--- config.mk ---
export PLATFORM = sky130hd
export DESIGN_NAME = rvv_issue_ctrl
export DESIGN_NICKNAME = d
export VERILOG_FILES = /design/src/rtl/rvv_issue_ctrl.sv
export SDC_FILE = /design/constraint.sdc
export NUM_CORES = 1
export LEC_CHECK = 0
export BUFFER_PORTS_ARGS = -buffer_cell sky130_fd_sc_hd__buf_2
export CAP_MARGIN = 20
export CORE_ASPECT_RATIO = 0.8
export CORE_MARGIN = 2
export CORE_UTILIZATION = 40
export DETAILED_ROUTE_END_ITERATION = 8
export PLACE_DENSITY = 0.7
export SETUP_SLACK_MARGIN = 0.3
export SLEW_MARGIN = 10
export SYNTH_ARGS = -nofsm -noshare
export SYNTH_HDL_FRONTEND = slang
export SYNTH_SLANG_ARGS = --single-unit
--- constraint.sdc ---
create_clock -name clk_i -period 9.9 [get_ports clk_i]
set_input_delay 1.98 -clock clk_i [delete_from_list [all_inputs] [get_ports clk_i]]
set_output_delay 1.98 -clock clk_i [all_outputs]
set_load 0.005 [all_outputs]
--- src/rtl/rvv_issue_ctrl.sv ---
// Issue/commit/retire controller between the scalar core's vector port and rvv_core.
// Tracks in-flight vector instructions in a circular buffer addressed by wrap-bit pointers.
module rvv_issue_ctrl #(
  parameter int unsigned IdWidth  = 3,
  parameter int unsigned CtxWidth = 32,
  parameter int unsigned XLEN     = 64
) (
  input  logic                clk_i,
  input  logic                rst_i,
  input  logic                issue_valid_i,
  output logic                issue_ready_o,
  input  logic [31:0]         issue_insn_i,
  input  logic [CtxWidth-1:0] issue_ctx_i,
  output logic [IdWidth-1:0]  issue_id_o,
  output logic                core_valid_o,
  input  logic                core_ready_i,
  output logic [31:0]         core_insn_o,
  output logic [IdWidth-1:0]  core_id_o,
  output logic [CtxWidth-1:0] core_ctx_o,
  input  logic                commit_req_i,
  output logic                can_commit_o,
  output logic [IdWidth-1:0]  can_commit_id_o,
  input  logic                flush_i,
  output logic                flush_o,
  input  logic                core_done_i,
  input  logic [IdWidth-1:0]  core_done_id_i,
  input  logic                core_illegal_i,
  input  logic [XLEN-1:0]     core_result_i,
  output logic                retire_valid_o,
  output logic [IdWidth-1:0]  retire_id_o,
  output logic                retire_illegal_o,
  output logic [XLEN-1:0]     retire_result_o,
  output logic                protocol_err_o,
  output logic [IdWidth:0]    outstanding_o
);

  localparam int unsigned Depth = 2 ** IdWidth;

  typedef logic [IdWidth:0] ptr_t;

  ptr_t iss_ptr, cmt_ptr, ret_ptr;

  logic [Depth-1:0] done_q;
  logic [Depth-1:0] illegal_q;
  logic [XLEN-1:0]  result_q [Depth];

  logic               flush_q;
  logic               can_commit_q;
  logic [IdWidth-1:0] can_commit_id_q;
  logic               retire_valid_q;
  logic [IdWidth-1:0] retire_id_q;
  logic               retire_illegal_q;
  logic [XLEN-1:0]    retire_result_q;
  logic               protocol_err_q;

  ptr_t               occupancy;
  ptr_t               committed_cnt;
  ptr_t               cmt_next;
  logic               full;
  logic               flush_block;
  logic               issue_fire;
  logic               commit_ok;
  logic [IdWidth-1:0] iss_slot;
  logic [IdWidth-1:0] head;
  logic [IdWidth-1:0] done_off;
  logic               done_ok;
  logic               head_bypass;
  logic               retire_fire;
  logic               retire_illegal_d;
  logic [XLEN-1:0]    retire_result_d;

  // A slot being retired this cycle is still counted so it frees one cycle after the retire pulse.
  assign occupancy     = iss_ptr - ret_ptr + {{IdWidth{1'b0}}, retire_valid_q};
  assign full          = (occupancy == ptr_t'(Depth));
  assign flush_block   = flush_i || flush_q;
  assign iss_slot      = iss_ptr[IdWidth-1:0];
  assign head          = ret_ptr[IdWidth-1:0];

  assign issue_ready_o = core_ready_i && !full && !flush_block;
  assign core_valid_o  = issue_valid_i && !full && !flush_block;
  assign issue_fire    = issue_valid_i && issue_ready_o;
  assign issue_id_o    = iss_slot;
  assign core_id_o     = iss_slot;
  assign core_insn_o   = issue_insn_i;
  assign core_ctx_o    = issue_ctx_i;

  assign commit_ok     = commit_req_i && (cmt_ptr != iss_ptr);
  assign cmt_next      = cmt_ptr + {{IdWidth{1'b0}}, commit_ok};

  // Done is only legal for committed, not yet retired IDs: offset from head below committed count.
  assign committed_cnt = cmt_ptr - ret_ptr;
  assign done_off      = core_done_id_i - head;
  assign done_ok       = core_done_i && ({1'b0, done_off} < committed_cnt);
  assign head_bypass   = done_ok && (core_done_id_i == head);

  assign retire_fire      = (ret_ptr != cmt_ptr) && (done_q[head] || head_bypass);
  assign retire_illegal_d = head_bypass ? core_illegal_i : illegal_q[head];
  assign retire_result_d  = head_bypass ? core_result_i : result_q[head];

  always_ff @(posedge clk_i) begin
    if (rst_i) begin
      iss_ptr          <= '0;
      cmt_ptr          <= '0;
      ret_ptr          <= '0;
      done_q           <= '0;
      flush_q          <= 1'b0;
      can_commit_q     <= 1'b0;
      can_commit_id_q  <= '0;
      retire_valid_q   <= 1'b0;
      retire_id_q      <= '0;
      retire_illegal_q <= 1'b0;
      retire_result_q  <= '0;
      protocol_err_q   <= 1'b0;
    end else begin
      flush_q      <= flush_i;
      can_commit_q <= commit_ok;
      if (commit_ok) begin
        can_commit_id_q <= cmt_ptr[IdWidth-1:0];
      end
      cmt_ptr <= cmt_next;

      // Flush truncates to the commit pointer after this cycle's commit has been applied.
      if (flush_i) begin
        iss_ptr <= cmt_next;
      end else if (issue_fire) begin
        iss_ptr <= iss_ptr + ptr_t'(1);
      end

      if (issue_fire) begin
        done_q[iss_slot] <= 1'b0;
      end
      if (done_ok) begin
        done_q[core_done_id_i] <= 1'b1;
      end

      retire_valid_q <= retire_fire;
      if (retire_fire) begin
        ret_ptr          <= ret_ptr + ptr_t'(1);
        retire_id_q      <= head;
        retire_illegal_q <= retire_illegal_d;
        retire_result_q  <= retire_result_d;
      end

      if ((commit_req_i && !commit_ok) || (core_done_i && !done_ok)) begin
        protocol_err_q <= 1'b1;
      end
    end
  end

  always_ff @(posedge clk_i) begin
    if (done_ok) begin
      illegal_q[core_done_id_i] <= core_illegal_i;
      result_q[core_done_id_i]  <= core_result_i;
    end
  end

  assign flush_o          = flush_q;
  assign can_commit_o     = can_commit_q;
  assign can_commit_id_o  = can_commit_id_q;
  assign retire_valid_o   = retire_valid_q;
  assign retire_id_o      = retire_id_q;
  assign retire_illegal_o = retire_illegal_q;
  assign retire_result_o  = retire_result_q;
  assign protocol_err_o   = protocol_err_q;
  assign outstanding_o    = occupancy;

endmodule

# Word-level counts from Yosys, hierarchy flattened
# Memories as Yosys holds them, arrays and structs flattened. A register that Yosys moved wholly into a read port is not among the register bits.
# Cells that the tools add are included.
[totals]
ff_bits = 39
mem_bits_rw = 512
inputBits = 139
word_cells = 71
mem_count = 1
[op_classes]
addsub = 7
order_cmp = 6
n_eq_ne = 4
muxes = 17
bitwise_logic = 3
reduce_logical = 21
[memory_table]
columns = ["memory", "depth", "width", "rd", "rd_ports_with_merged_regs", "wr", "line_no", "source"]
rows = [
  ["result_q", 8, 64, 1, 1, 1, "45", "logic [XLEN-1:0] result_q [Depth];"],
]
[ops]
columns = ["op", "n"]
rows = [
  ["8-bit 2-to-1 mux", 3],
  ["1-bit logical AND", 13],
  ["3-bit by 4-bit < comparator with 1-bit output, second input constant", 3],
  ["4-bit by 1-bit adder with 4-bit output", 2],
  ["4-bit by 1-bit adder with 4-bit output, second input constant", 2],
  ["8-bit AND", 1],
  ["8-bit bitwise mux", 1],
  ["4-bit 2-to-1 mux", 2],
  ["4-bit != test", 2],
  ["8-bit inverter", 1],
  ["8-bit bitwise OR", 1],
  ["4-bit subtractor", 2],
  ["1-bit 2-to-1 mux", 7],
  ["1-bit binary-select mux with 3-bit select", 2],
  ["1-bit demux with 3-bit select", 2],
  ["3-bit by 1-bit greater-or-equal comparator with 1-bit output, second input constant", 2],
  ["4-bit equality test, second input constant", 1],
  ["1-bit logical NOT", 4],
  ["3-bit by 4-bit < comparator with 1-bit output", 1],
  ["3-bit equality test", 1],
  ["1-bit logical OR", 3],
  ["3-bit subtractor", 1],
  ["2-bit nonzero test", 1],
]

# Depth between registers and ports, before layout
# Gate-level depths: netlist of run 1.
[depth]
ltp_word = 11
mapped_depth = 14
mapped_depth_nobuf = 11

# Worst setup path after synthesis of run 1
# No wires, ideal clock.
[synth_path]
path_kind = "input -> register"
start = "in core_done_id_i[0]"
end = "reg illegal_q[1], enable pin"
setup_time_ps = 568
arrival_time_ps = 8378
t_required_ps = 9332
path_slack_ps = 954
path_stages = 11
path_cell_list = "clkbuf_1 -> inv_1 -> ha_1 -> fa_1 -> inv_1 -> ha_1 -> a21o_1 -> a21o_1 -> a21oi_1 -> nand2_1 -> nor3_1"
[synth_between]
elab_chain_cells = 3
[synth_rtl]
columns = ["element", "line_no", "source"]
rows = [
  ["start, declared", "26", "input logic [IdWidth-1:0] core_done_id_i,"],
  ["3-bit subtractor", "92", "assign done_off = core_done_id_i - head;"],
  ["3-bit by 4-bit < comparator with 1-bit output", "93", "assign done_ok = core_done_i && ({1'b0, done_off} < committed_cnt);"],
  ["1-bit logical AND", "93", ""],
  ["end signal, assigned by index", "152", "illegal_q[core_done_id_i] <= core_illegal_i;"],
  ["end, declared", "44", "logic [Depth-1:0] illegal_q;"],
]
# Every way passes these cells.
# A chain may end at the register's enable or synchronous reset.

# Worst setup path after layout of run 1
[layout_path]
start = "reg iss_ptr[0]"
end = "out issue_ready_o"
[layout_between]
elab_chain_cells = 6
[layout_rtl]
columns = ["element", "line_no", "source"]
rows = [
  ["start, declared", "41", "ptr_t iss_ptr, cmt_ptr, ret_ptr;"],
  ["start signal, assigned", "124", "iss_ptr <= cmt_next;"],
  ["start signal, assigned", "126", "iss_ptr <= iss_ptr + ptr_t'(1);"],
  ["4-bit subtractor", "73", "assign occupancy = iss_ptr - ret_ptr + {{IdWidth{1'b0}}, retire_valid_q};"],
  ["4-bit by 1-bit adder with 4-bit output", "73", ""],
  ["4-bit equality test", "74", "assign full = (occupancy == ptr_t'(Depth));"],
  ["1-bit logical NOT", "79", "assign issue_ready_o = core_ready_i && !full && !flush_block;"],
  ["1-bit logical AND (2 in series)", "79", ""],
  ["end, declared", "11", "output logic issue_ready_o,"],
]
# Every way passes these cells.

==> results of run 1 <==
==> layer usage <==
layer | track usage [%] | up-vias
met5 | 0 | -
met4 | 4.28 | 4
met3 | 2.65 | 90
met2 | 26.0 | 379
met1 | 22.0 | 6371
li1 | - | 5560
==> power groups by stage <==
stage	clock network, mW	registers, mW	logic (mW)
floorplan	0	2.93	0.178
global placement	0	2.94	0.240
detailed placement	0	2.94	0.248
CTS	2.37	2.88	0.249
global route	2.48	2.89	0.270
finish	2.32	2.88	0.245
==> stage by stage <==
step,power [mW],std cells
2_1_floorplan,3.11,1400
3_3_place_gp,3.18,2259
3_5_place_dp,3.19,2259
4_1_cts,5.50,2370
5_1_grt,5.64,2371
6_report,5.45,2371
==> placed cells by master, fill, tap and decap left out, types with 9 or more instances in the layout <==
cell type	instances
sky130_fd_sc_hd__dfxtp_1	92
sky130_fd_sc_hd__o2bb2ai_1	18
sky130_fd_sc_hd__mux2i_1	65
sky130_fd_sc_hd__buf_2	161
sky130_fd_sc_hd__clkbuf_16	60
sky130_fd_sc_hd__clkbuf_1	18
sky130_fd_sc_hd__mux4_2	132
sky130_fd_sc_hd__nor2_1	16
sky130_fd_sc_hd__edfxtp_1	520
sky130_fd_sc_hd__ha_1	17
sky130_fd_sc_hd__nand2_1	207
sky130_fd_sc_hd__nand3_1	13
sky130_fd_sc_hd__a21oi_1	22
sky130_fd_sc_hd__xnor2_1	11
sky130_fd_sc_hd__o2bb2ai_2	47
sky130_fd_sc_hd__buf_4	15
sky130_fd_sc_hd__bufinv_16	9
sky130_fd_sc_hd__inv_1	20
sky130_fd_sc_hd__clkinv_2	14
==> registers in the layout (all words and copies together) (netlist names), 4 cells and up <==
name             count
iss_ptr              4
retire_result_o     64
illegal_q            8
ret_ptr              4
done_q               8
result_q           512
cmt_ptr              4
==> worst register-to-register path: cells and delay by family (launching register included) <==
family	cells	cell delay [ns]
compound gates	3	0.80
fa+ha+maj	2	0.81
flops	1	0.34
simple gates	1	0.24
buf+inv	5	1.63
==> final cells by class <==
cell class              instances  area, um^2
clock buffers                  81        1610
clock inverters                30         417
fillers                      5226       33400
inverters                      28         114
multi-input cells             609        6340
flip-flops and latches        615       17500
well taps                     830        1040
repair buffers                178         966
==> worst max-delay path by stage <==
stage	start	end	slack [ns]	cells past startpoint
floorplan	core_done_id_i[0]	illegal_q[1]	0.95	11
global placement	core_done_id_i[0]	result_q[6][32]	4.37	12
detailed placement	core_done_id_i[0]	retire_result_o[21]	4.30	13
CTS	iss_ptr[0]	core_valid_o	4.41	11
global route	iss_ptr[0]	core_valid_o	4.29	11
finish	iss_ptr[0]	issue_ready_o	4.42	11
==> cell families (layout without fill, tap and decap cells) <==
logic type | count (synthesis) | after routing
flip-flops | 615 | 615
AND/OR/NAND/NOR | 256 | 256
adder cells (fa/ha/maj) | 20 | 20
multiplexers | 199 | 199
AO/OA/AOI/OAI | 119 | 119
buffers and inverters | 176 | 317
XOR/XNOR | 15 | 15
==> parameters.txt, run 1 <==
Parameter                              Value

Placed design
  Post-place setup slack    ~4.3 ns
  Post-detail-place hpwl    roughly 28 mm
  I/O Buffers    161
  Global placer's final weighted congestion    between 0.7 and 0.8
  Placement-stage cell area    around 26000 um^2

Global routing
  Initial antenna violation count    3
  Wire length of the first global-routing pass    ~80 mm
  Total routing usage reported by global routing    roughly 16%
  Maximum number of pins on one net before global-route repair    109
  Grt ovf    0
  Vias in the first global route    between 10k and 15k

Final layout
  Post-layout net count    roughly 1.7k
  Area growth from synthesis to layout    12.4%
  Number of antenna repair diodes    0
  Share of layout cells above drive strength 1    between 20% and 30%
  Final standard cell utilization of the core    a little under half
  Post-route design area    between 20000 and 30000 um^2

Timing
  Final-layout worst hold slack    about 0.47 ns
  RSZ-0062 raised after global routing    no
  Final WS setup    around 4.4 ns
  Final TNS setup    0 ns
  Slew @ Worst Pin    1.13 ns
  Count of endpoints failing setup in the final report    0
  Fmax    around 0.18 GHz
  Final Max Tran Viols    0
  Portion of the clock cycle consumed by the worst path in the final layout    55.4%
  Skew final    about 0.016 ns
  Crit path time final    5.48 ns
  Relative slew margins    roughly a quarter
  Number of endpoints with negative hold slack in the final report    0

Yosys
  Number of distinct standard cells referenced by the synthesized netlist    44
  Multiplexer area fraction after synthesis    14.6%
  Most used flip-flop cell after synthesis    sky130_fd_sc_hd__edfxtp_1
  Area share of xor/xnor cells in the synthesized design    less than 1%
  Synthesized netlist cell count    roughly 1.4k
  Post-synthesis register bit count    slightly above 600
  Share of synthesized area occupied by flip-flops and latches    a little over two thirds
  Yosys top cell by area    sky130_fd_sc_hd__edfxtp_1
  Net count of the mapped netlist    1559
  Adder-cell share of the synthesized area    approximately 1.1%
  Cell area after synthesis    roughly 25000 um^2
  Simple-gate portion of the synthesized area    about 4.2%
  Largest family of logic cells by synthesized area    multiplexers
  Commonest cells in the netlist    sky130_fd_sc_hd__edfxtp_1, sky130_fd_sc_hd__nand2_1, sky130_fd_sc_hd__mux4_2
  Yosys warning total    0
  Post-synth ARST share    0%
  Cells taking the most area after synthesis    sky130_fd_sc_hd__edfxtp_1, sky130_fd_sc_hd__mux4_2, sky130_fd_sc_hd__dfxtp_1
  EDFF count, synth    520
  Area fraction in compound gates after synthesis    4.91%
  Most numerous cell in the Yosys netlist    sky130_fd_sc_hd__edfxtp_1
  Syn avg cell area    between 15 and 20 um^2
  Proportion of netlist area held by the largest area contributor    between 60% and 70%

Clocking
  Number of cells upsized or downsized after cts    0
  Post-CTS setup buffers    0
  Skew-Pair Late Insertion Delay    0.61 ns
  H-tree depth    2
  Clock root buffer    sky130_fd_sc_hd__clkbuf_16
  Clk sinks    around 620
  Clock Tree Buf Depth    3
  Post-cts hold buffer count    0
  Clk pin slew, worst setup/hold paths    roughly 0.060 ns
  Clock tree from TritonCTS    yes
  Inserted Clock Buffers    59

Critical path
  Max FO, Critical Path    12
  Required @ worst endpoint    7.92 ns
  Arrival @ worst endpoint    about 3.5 ns
  Highest cell delay on the worst timing path    about 0.64 ns
  Startpoint of the worst-slack reg-to-reg timing path    ret_ptr[1]
  Worst Path Buf+Inv    5
  FF-to-FF End    result_q[7][62]
  FF-to-FF setup slack    about 5.5 ns
  Sequence of cells on the critical path    inv_1 > ha_1 > inv_1 > ha_1 > inv_1 > fa_1 > inv_1 > nor3_1 > nand2_1 > and3_1 > buf_2
  Crit start category    register
  Most Frequent Cell on Critical Path    sky130_fd_sc_hd__inv_1
  Worst Reg2Reg Path Length in Cells    11
  Element type at the critical path end    output pin
  Slowest stage cell on the critical path    sky130_fd_sc_hd__dfxtp_1
  CP top delay family    adder cells
  Kind of critical path    reg -> out

Die
  Number of top-level pins    a little under 300
  Std-Cell Core Area    about 61000 um^2
  Cell row count    81
  Effective utilization at floorplan    40.6%
  Floorplan die height    ~230 um
  Die boundary width    approximately 280 um
  Total die area    approximately 64000 um^2

Route
  Number of antenna-violating nets in the routed design    0
  Per-cell via count in the routed design    5.23
  Routed metal-1 wirelength    around 23 mm
  Met2 routed wirelength    24.4 mm
  WL met3    approximately 2.7 mm
  Routed vias    12.4k
  Number of iterations in the first detailed-routing pass    6
  DRC violations left    0
  Final Routed Wirelength    50.8 mm
  Top metal layer carrying routed signals    met5
  DR WL/cell    roughly 21 um
  Starting DRC count in detailed routing    between 1k and 1.5k

Status
  Status    finished, final reports clean

Run
  Max-capacitance violation count    0

Power
  Peak supply drop    around 0.15 mV
  Switching power share of the total    roughly a fifth
  Internal power component    between 4 and 5 mW
  NetSw    approximately 1.1 mW
  Part of the total power dissipated in the clock network    a little over two fifths
  Combinational fraction of design power    4.5%
  Sequential group share of total power    52.9%
  Leakage power summed over all cells    slightly above 9 nW
  Power density over the cells    roughly 190 nW/um^2

Min path
  Worst-case hold path end point    retire_result_o[53]
  Min-delay worst type    reg -> reg
  Hold wc startpoint    retire_result_o[53]
  Min-Delay Path Depth    1
(Power assumes the default switching activity.)
==> run 2: changes to the inputs <==
- clock period: 9.9 -> 5.33 ns (I/O delays scaled with it)
==> run 2 against run 1 <==
Effect of this change: register-to-register slack worse by 4.1 ns; hold slack got worse by 0.012 ns; setup slack lost 3.5 ns; sequential power grew 86%; die area did not move; sequential cell count unchanged; first-iteration DRC count fell by 2.4%; total power increased by 81%; combinational power up 93%.
==> parameters.txt, run 2 (same netlist as run 1, synthesis figures left out) <==
Parameter                              Value

Timing
  Slew @ Worst Pin    0.969 ns (-0.166 ns)
  Portion of the clock cycle consumed by the worst path in the final layout    between 80 and 90%
  Number of endpoints with negative hold slack in the final report    0 (unchanged)
  Crit path time final    4.42 ns
  Count of endpoints failing setup in the final report    0 (unchanged)
  Fmax    between 0.2 and 0.25 GHz
  Final Max Tran Viols    0 (unchanged)
  RSZ-0062 raised after global routing    no
  Relative slew margins    35.4% (+11 points)
  Final TNS setup    0 ns (unchanged)
  Skew final    0.0147 ns (-0.000973 ns)

Status
  Status    finished, final reports clean

Critical path
  Most Frequent Cell on Critical Path    sky130_fd_sc_hd__inv_1
  Arrival @ worst endpoint    3.35 ns (-0.15 ns)
  FF-to-FF setup slack    1.37 ns (-4.13 ns)
  Sequence of cells on the critical path    inv_1 > ha_1 > inv_1 > ha_1 > inv_1 > fa_1 > inv_1 > nor3_1 > nand2_1 > and3_1 > buf_2
  Element type at the critical path end    output pin
  Crit start category    register
  Required @ worst endpoint    4.26 ns (-3.66 ns)
  Kind of critical path    reg -> out
  Max FO, Critical Path    12 (unchanged)
  Slowest stage cell on the critical path    sky130_fd_sc_hd__dfxtp_1
  Highest cell delay on the worst timing path    0.61 ns (-0.03 ns)

Final layout
  Post-route design area    28100 um^2 (+0.26%)
  # fillers    5171 (-1.1%)
  Most common cell after layout, fill and taps aside    sky130_fd_sc_hd__edfxtp_1
  Number of flip-flops in the largest register    512 (unchanged)
  Share of layout cells above drive strength 1    30.3% (+0.32 points)
  Area growth from synthesis to layout    12.7%
  Post-layout net count    1657 (+0.42%)
  Most frequent cells in the layout    sky130_fd_sc_hd__edfxtp_1, sky130_fd_sc_hd__nand2_1, sky130_fd_sc_hd__buf_2, sky130_fd_sc_hd__mux4_2, sky130_fd_sc_hd__dfxtp_1
  Register with the highest flop count    result_q

Clocking
  H-tree depth    2 (unchanged)
  Clock Tree Buf Depth    3 (unchanged)
  Inserted Clock Buffers    59 (unchanged)
  Number of cells upsized or downsized after cts    0 (unchanged)
  Clk sinks    615 (unchanged)
  Skew-Pair Late Insertion Delay    0.60 ns (about the same)
  Clock root buffer    sky130_fd_sc_hd__clkbuf_16
  Clk pin slew, worst setup/hold paths    0.06 ns (about the same)
  Clock tree from TritonCTS    yes
  Post-CTS setup buffers    0 (unchanged)
  Post-cts hold buffer count    0 (unchanged)

Die
  Number of top-level pins    290 (unchanged)
  Effective utilization at floorplan    40.6% (unchanged)
  Cell row count    81 (unchanged)
  Total die area    64300 um^2 (unchanged)
  Std-Cell Core Area    61400 um^2 (unchanged)
  Floorplan die height    227 um (unchanged)
  Die boundary width    283 um (unchanged)

Global routing
  Maximum number of pins on one net before global-route repair    70 (-36%)
  Grt ovf    0 (unchanged)
  Wire length of the first global-routing pass    79.0 mm (+0.61%)
  Initial antenna violation count    4 (+1)
  Vias in the first global route    12.9k (+0.18%)
  Total routing usage reported by global routing    16.1% (+0.25 points)

Route
  Number of antenna-violating nets in the routed design    0 (unchanged)
  DR WL/cell    21.8 um (+1.8%)
  DRC violations left    0 (unchanged)
  Number of iterations in the first detailed-routing pass    5 (-1)
  Starting DRC count in detailed routing    997 (-2.4%)
  Routed vias    12.5k (+0.84%)
  Final Routed Wirelength    51.9 mm (+2.2%)
  Per-cell via count in the routed design    5.26 (+0.50%)

Power
  Sequential group share of total power    54.1% (+1.2 points)
  Power density over the cells    352 nW/um^2 (+81%)
  Internal power component    7.87 mW (+82%)
  Part of the total power dissipated in the clock network    41.1% (-1.5 points)
  NetSw    2.02 mW (+80%)
  Combinational fraction of design power    4.8% (+0.3 points)
  Peak supply drop    0.259 mV (+71%)
  Switching power share of the total    20.4% (-0.17 points)
  Leakage power summed over all cells    9.34 nW (+0.19%)

Run
  Max-capacitance violation count    0 (unchanged)

Placed design
  Placement-stage cell area    26200 um^2 (+0.85%)
  Global placer's final weighted congestion    0.802 (+4.2%)
  Post-detail-place hpwl    29.9 mm (+7.4%)
  I/O Buffers    161 (unchanged)

Min path
  Min-delay worst type    reg -> reg
## run 2: changes by cell type in the layout (fill, tap and decap cells not counted), moves of 2 or more
cell                        delta
sky130_fd_sc_hd__clkbuf_8      +6
sky130_fd_sc_hd__buf_12       +12
sky130_fd_sc_hd__buf_4         -4
sky130_fd_sc_hd__clkinv_1      -5
sky130_fd_sc_hd__clkbuf_1      +6
sky130_fd_sc_hd__clkinv_4      -2
sky130_fd_sc_hd__bufinv_16     -6
sky130_fd_sc_hd__clkbuf_2      +2
## run 2: metrics by stage
step / setup WS [ns] / util, % / total power, mW / instances / hold WS [ns]
6_report: 0.912 / 45.7 / 9.89 / 2379 / 0.454
5_1_grt: 0.692 / 45.7 / 10.2 / 2379 / 0.475
4_1_cts: 0.910 / 45.7 / 9.98 / 2378 / 0.459
3_5_place_dp: 0.679 / 42.6 / 5.93 / 2267 / 0.445
3_3_place_gp: 0.742 / 42.6 / 5.91 / 2267 / 0.443
2_1_floorplan: 0.369 / - / 5.78 / 1400 / 0.439
## run 2: worst max-delay path, delay by kind of cell, from the launching register on
kind | cells | cell delay (ns)
adders and majority gates | 3 | 1.02
DFF | 1 | 0.61
buffers and inverters | 5 | 0.48
and+or+nand+nor | 3 | 0.65
## run 2: final timing paths
check,start,end,cells past startpoint
setup / recovery,iss_ptr[0],core_valid_o,11
hold / removal,retire_result_o[62],retire_result_o[62],1
setup reg to reg,ret_ptr[1],retire_result_o[59],10
hold reg to reg,retire_result_o[62],retire_result_o[62],1
## run 2: final cells by class
type / count / area [um^2] / area share, %
clock inverters: 15 / 153 / 0.544
multi-input cells: 609 / 6350 / 22.6
diodes: 1 / 2.50 / 0.00891
clock buffers: 96 / 1750 / 6.23
inverters: 28 / 115 / 0.410
well taps: 830 / 1040 / 3.70
flip-flops and latches: 615 / 17500 / 62.4
repair buffers: 185 / 1150 / 4.09
## run 2: per-layer routing
| metal | share of wire [%] | up-vias | track usage (%) |
|---|---|---|---|
| li1 | - | 5564 | - |
| met1 | 43 | 6451 | 21.6 |
| met2 | 48 | 388 | 26.5 |
| met3 | 6.3 | 99 | 3.61 |
| met4 | 2.2 | 6 | 4.57 |
| met5 | 0.065 | - | 0 |
## run 2: power by group through the flow
stage               registers, mW  logic, mW  clock network (mW)
floorplan                    5.44      0.333                   0
global placement             5.45      0.463                   0
detailed placement           5.45      0.477                   0
CTS                          5.35      0.478                4.15
global route                 5.35      0.519                4.32
finish                       5.35      0.472                4.07
==> run 3: changes to the inputs <==
- clock period: 5.33 -> 4.5 ns (I/O delays scaled with it)
==> run 3 against run 2 <==
Effect of this change: clock power up 17%; largest power group unchanged; critical path type unchanged; largest cell class unchanged; routed wire length is 0.82% higher; core utilization barely moved.
==> parameters.txt, run 3 (same netlist as run 1, synthesis figures left out) <==
Parameter                              Value

Status
  Status    finished, final reports clean

Die
  Floorplan die height    227 um (unchanged)
  Number of top-level pins    290 (unchanged)
  Total die area    64300 um^2 (unchanged)
  Effective utilization at floorplan    40.6% (unchanged)
  Std-Cell Core Area    61400 um^2 (unchanged)
  Cell row count    81 (unchanged)
  Die boundary width    283 um (unchanged)

Clocking
  Post-CTS setup buffers    0 (unchanged)
  Skew-Pair Late Insertion Delay    0.62 ns (+0.02 ns)
  Clock root buffer    sky130_fd_sc_hd__clkbuf_16
  Inserted Clock Buffers    57 (-3.4%)
  Clock Tree Buf Depth    3 (unchanged)
  Clock tree from TritonCTS    yes
  H-tree depth    2 (unchanged)
  Clk sinks    615 (unchanged)
  Clk pin slew, worst setup/hold paths    0.06 ns (about the same)

Route
  Number of iterations in the first detailed-routing pass    5 (unchanged)
  Final Routed Wirelength    52.4 mm (+0.82%)
  Per-cell via count in the routed design    5.27 (+0.19%)
  Routed vias    12.5k (-0.016%)
  Starting DRC count in detailed routing    1114 (+12%)
  DRC violations left    0 (unchanged)
  DR WL/cell    22.1 um (+1.0%)
  Number of antenna-violating nets in the routed design    0 (unchanged)

Critical path
  Most Frequent Cell on Critical Path    sky130_fd_sc_hd__inv_1
  Worst Path Buf+Inv    5 (unchanged)
  CP top delay family    adder cells
  Sequence of cells on the critical path    inv_1 > ha_1 > inv_1 > ha_1 > inv_1 > fa_1 > inv_1 > nor3_2 > nand2_1 > and3_1 > buf_2
  Element type at the critical path end    output pin
  Highest cell delay on the worst timing path    0.53 ns (-0.08 ns)
  Max FO, Critical Path    12 (unchanged)
  Required @ worst endpoint    3.60 ns (-0.66 ns)
  Kind of critical path    reg -> out
  Arrival @ worst endpoint    3.09 ns (-0.26 ns)
  Crit start category    register
  Slowest stage cell on the critical path    sky130_fd_sc_hd__fa_1

Final layout
  Area of the multi-input gates    6370 um^2 (+0.28%)
  Non-filler cells, final    2374 (-0.21%)
  Number of antenna repair diodes    0 (-1)
  # fillers    5259 (+1.7%)
  Sequential cell area in the final layout    17500 um^2 (about the same)
  Most frequent cells in the layout    sky130_fd_sc_hd__edfxtp_1, sky130_fd_sc_hd__nand2_1, sky130_fd_sc_hd__buf_2, sky130_fd_sc_hd__mux4_2, sky130_fd_sc_hd__dfxtp_1
  Share of layout cells above drive strength 1    30.8% (+0.53 points)
  Number of flip-flops in the largest register    512 (unchanged)
  Area growth from synthesis to layout    12.6% (about the same)
  Final standard cell utilization of the core    45.7% (about the same)
  Post-layout net count    1655 (-0.12%)
  Register with the highest flop count    result_q
  Most common cell after layout, fill and taps aside    sky130_fd_sc_hd__edfxtp_1

Timing
  Final WS setup    0.511 ns (-0.400 ns)
  RSZ-0062 raised after global routing    no
  Count of endpoints failing setup in the final report    0 (unchanged)
  Relative slew margins    29.6% (-5.8 points)
  Crit path time final    3.99 ns
  Skew final    0.0192 ns (+0.00449 ns)
  Slew @ Worst Pin    1.06 ns (+0.0874 ns)
  Portion of the clock cycle consumed by the worst path in the final layout    approximately 89%
  Fmax    0.251 GHz
  Final Max Tran Viols    0 (unchanged)
  Final TNS setup    0 ns (unchanged)
  Number of endpoints with negative hold slack in the final report    0 (unchanged)

Global routing
  Wire length of the first global-routing pass    80.6 mm (+2.0%)
  Initial antenna violation count    6 (+2)
  Vias in the first global route    13.1k (+1.6%)
  Grt ovf    0 (unchanged)
  Total routing usage reported by global routing    16.3% (+0.29 points)
  Maximum number of pins on one net before global-route repair    93 (+33%)

Run
  Max-capacitance violation count    0 (unchanged)

Power
  Peak supply drop    0.321 mV (+24%)
  Power density over the cells    415 nW/um^2 (+18%)
  Leakage power summed over all cells    9.25 nW (-0.95%)

Min path
  Min-delay worst type    reg -> reg

Placed design
  Post-place setup slack    0.331 ns (-0.348 ns)
  Number of placed instances, taps included    2267 (unchanged)
  Post-detail-place hpwl    30.6 mm (+2.3%)
  Global placer's final weighted congestion    0.774 (-3.6%)
  I/O Buffers    161 (unchanged)
==> run 3: final cells by class <==
type / instances / share of cell area, %
Sequential cell: 615 / 62.4
Multi-Input combinational cell: 609 / 22.7
Clock buffer: 82 / 5.74
Timing Repair Buffer: 185 / 4.05
Tap cell: 830 / 3.70
Clock inverter: 25 / 0.909
Inverter: 28 / 0.481
==> run 3: metal layers <==
layer | wire [um] | vias up | GRT usage, %
met1 | 22100 | 6451 | 21.8
met3 | 3280 | 105 | 3.20
met4 | 1270 | 6 | 5.07
met2 | 25700 | 388 | 27.3
li1 | - | 5556 | -
met5 | 40 | - | 0
==> run 3: timing repair <==
item	in CTS	in global routing
setup endpoints to repair	2	2
resized for setup	1	1
hold buffers	0	0
==> run 3: worst paths after layout <==
kind	from	to	slack [ns]	cells past startpoint
worst max-delay path	iss_ptr[0]	issue_ready_o	0.51	11
worst min-delay path	retire_result_o[58]	retire_result_o[58]	0.46	1
worst max register to register	ret_ptr[1]	retire_result_o[23]	1.02	8
worst min register to register	retire_result_o[58]	retire_result_o[58]	0.46	1
==> run 3: power by group <==
group	internal (mW)	leakage, nW	switching (mW)
logic	0.213	2.90	0.342
registers	6.29	5.46	0.0477
clock network	2.68	0.897	2.09
==> run 3: through the flow <==
step	hold slack [ns]	cell area [um^2]	power, mW
finish	0.460	28100	11.7
global route	0.478	28100	12.0
CTS	0.461	28100	11.8
detailed placement	0.447	26200	7.02
global placement	0.440	26200	7.00
floorplan	0.439	25000	6.84
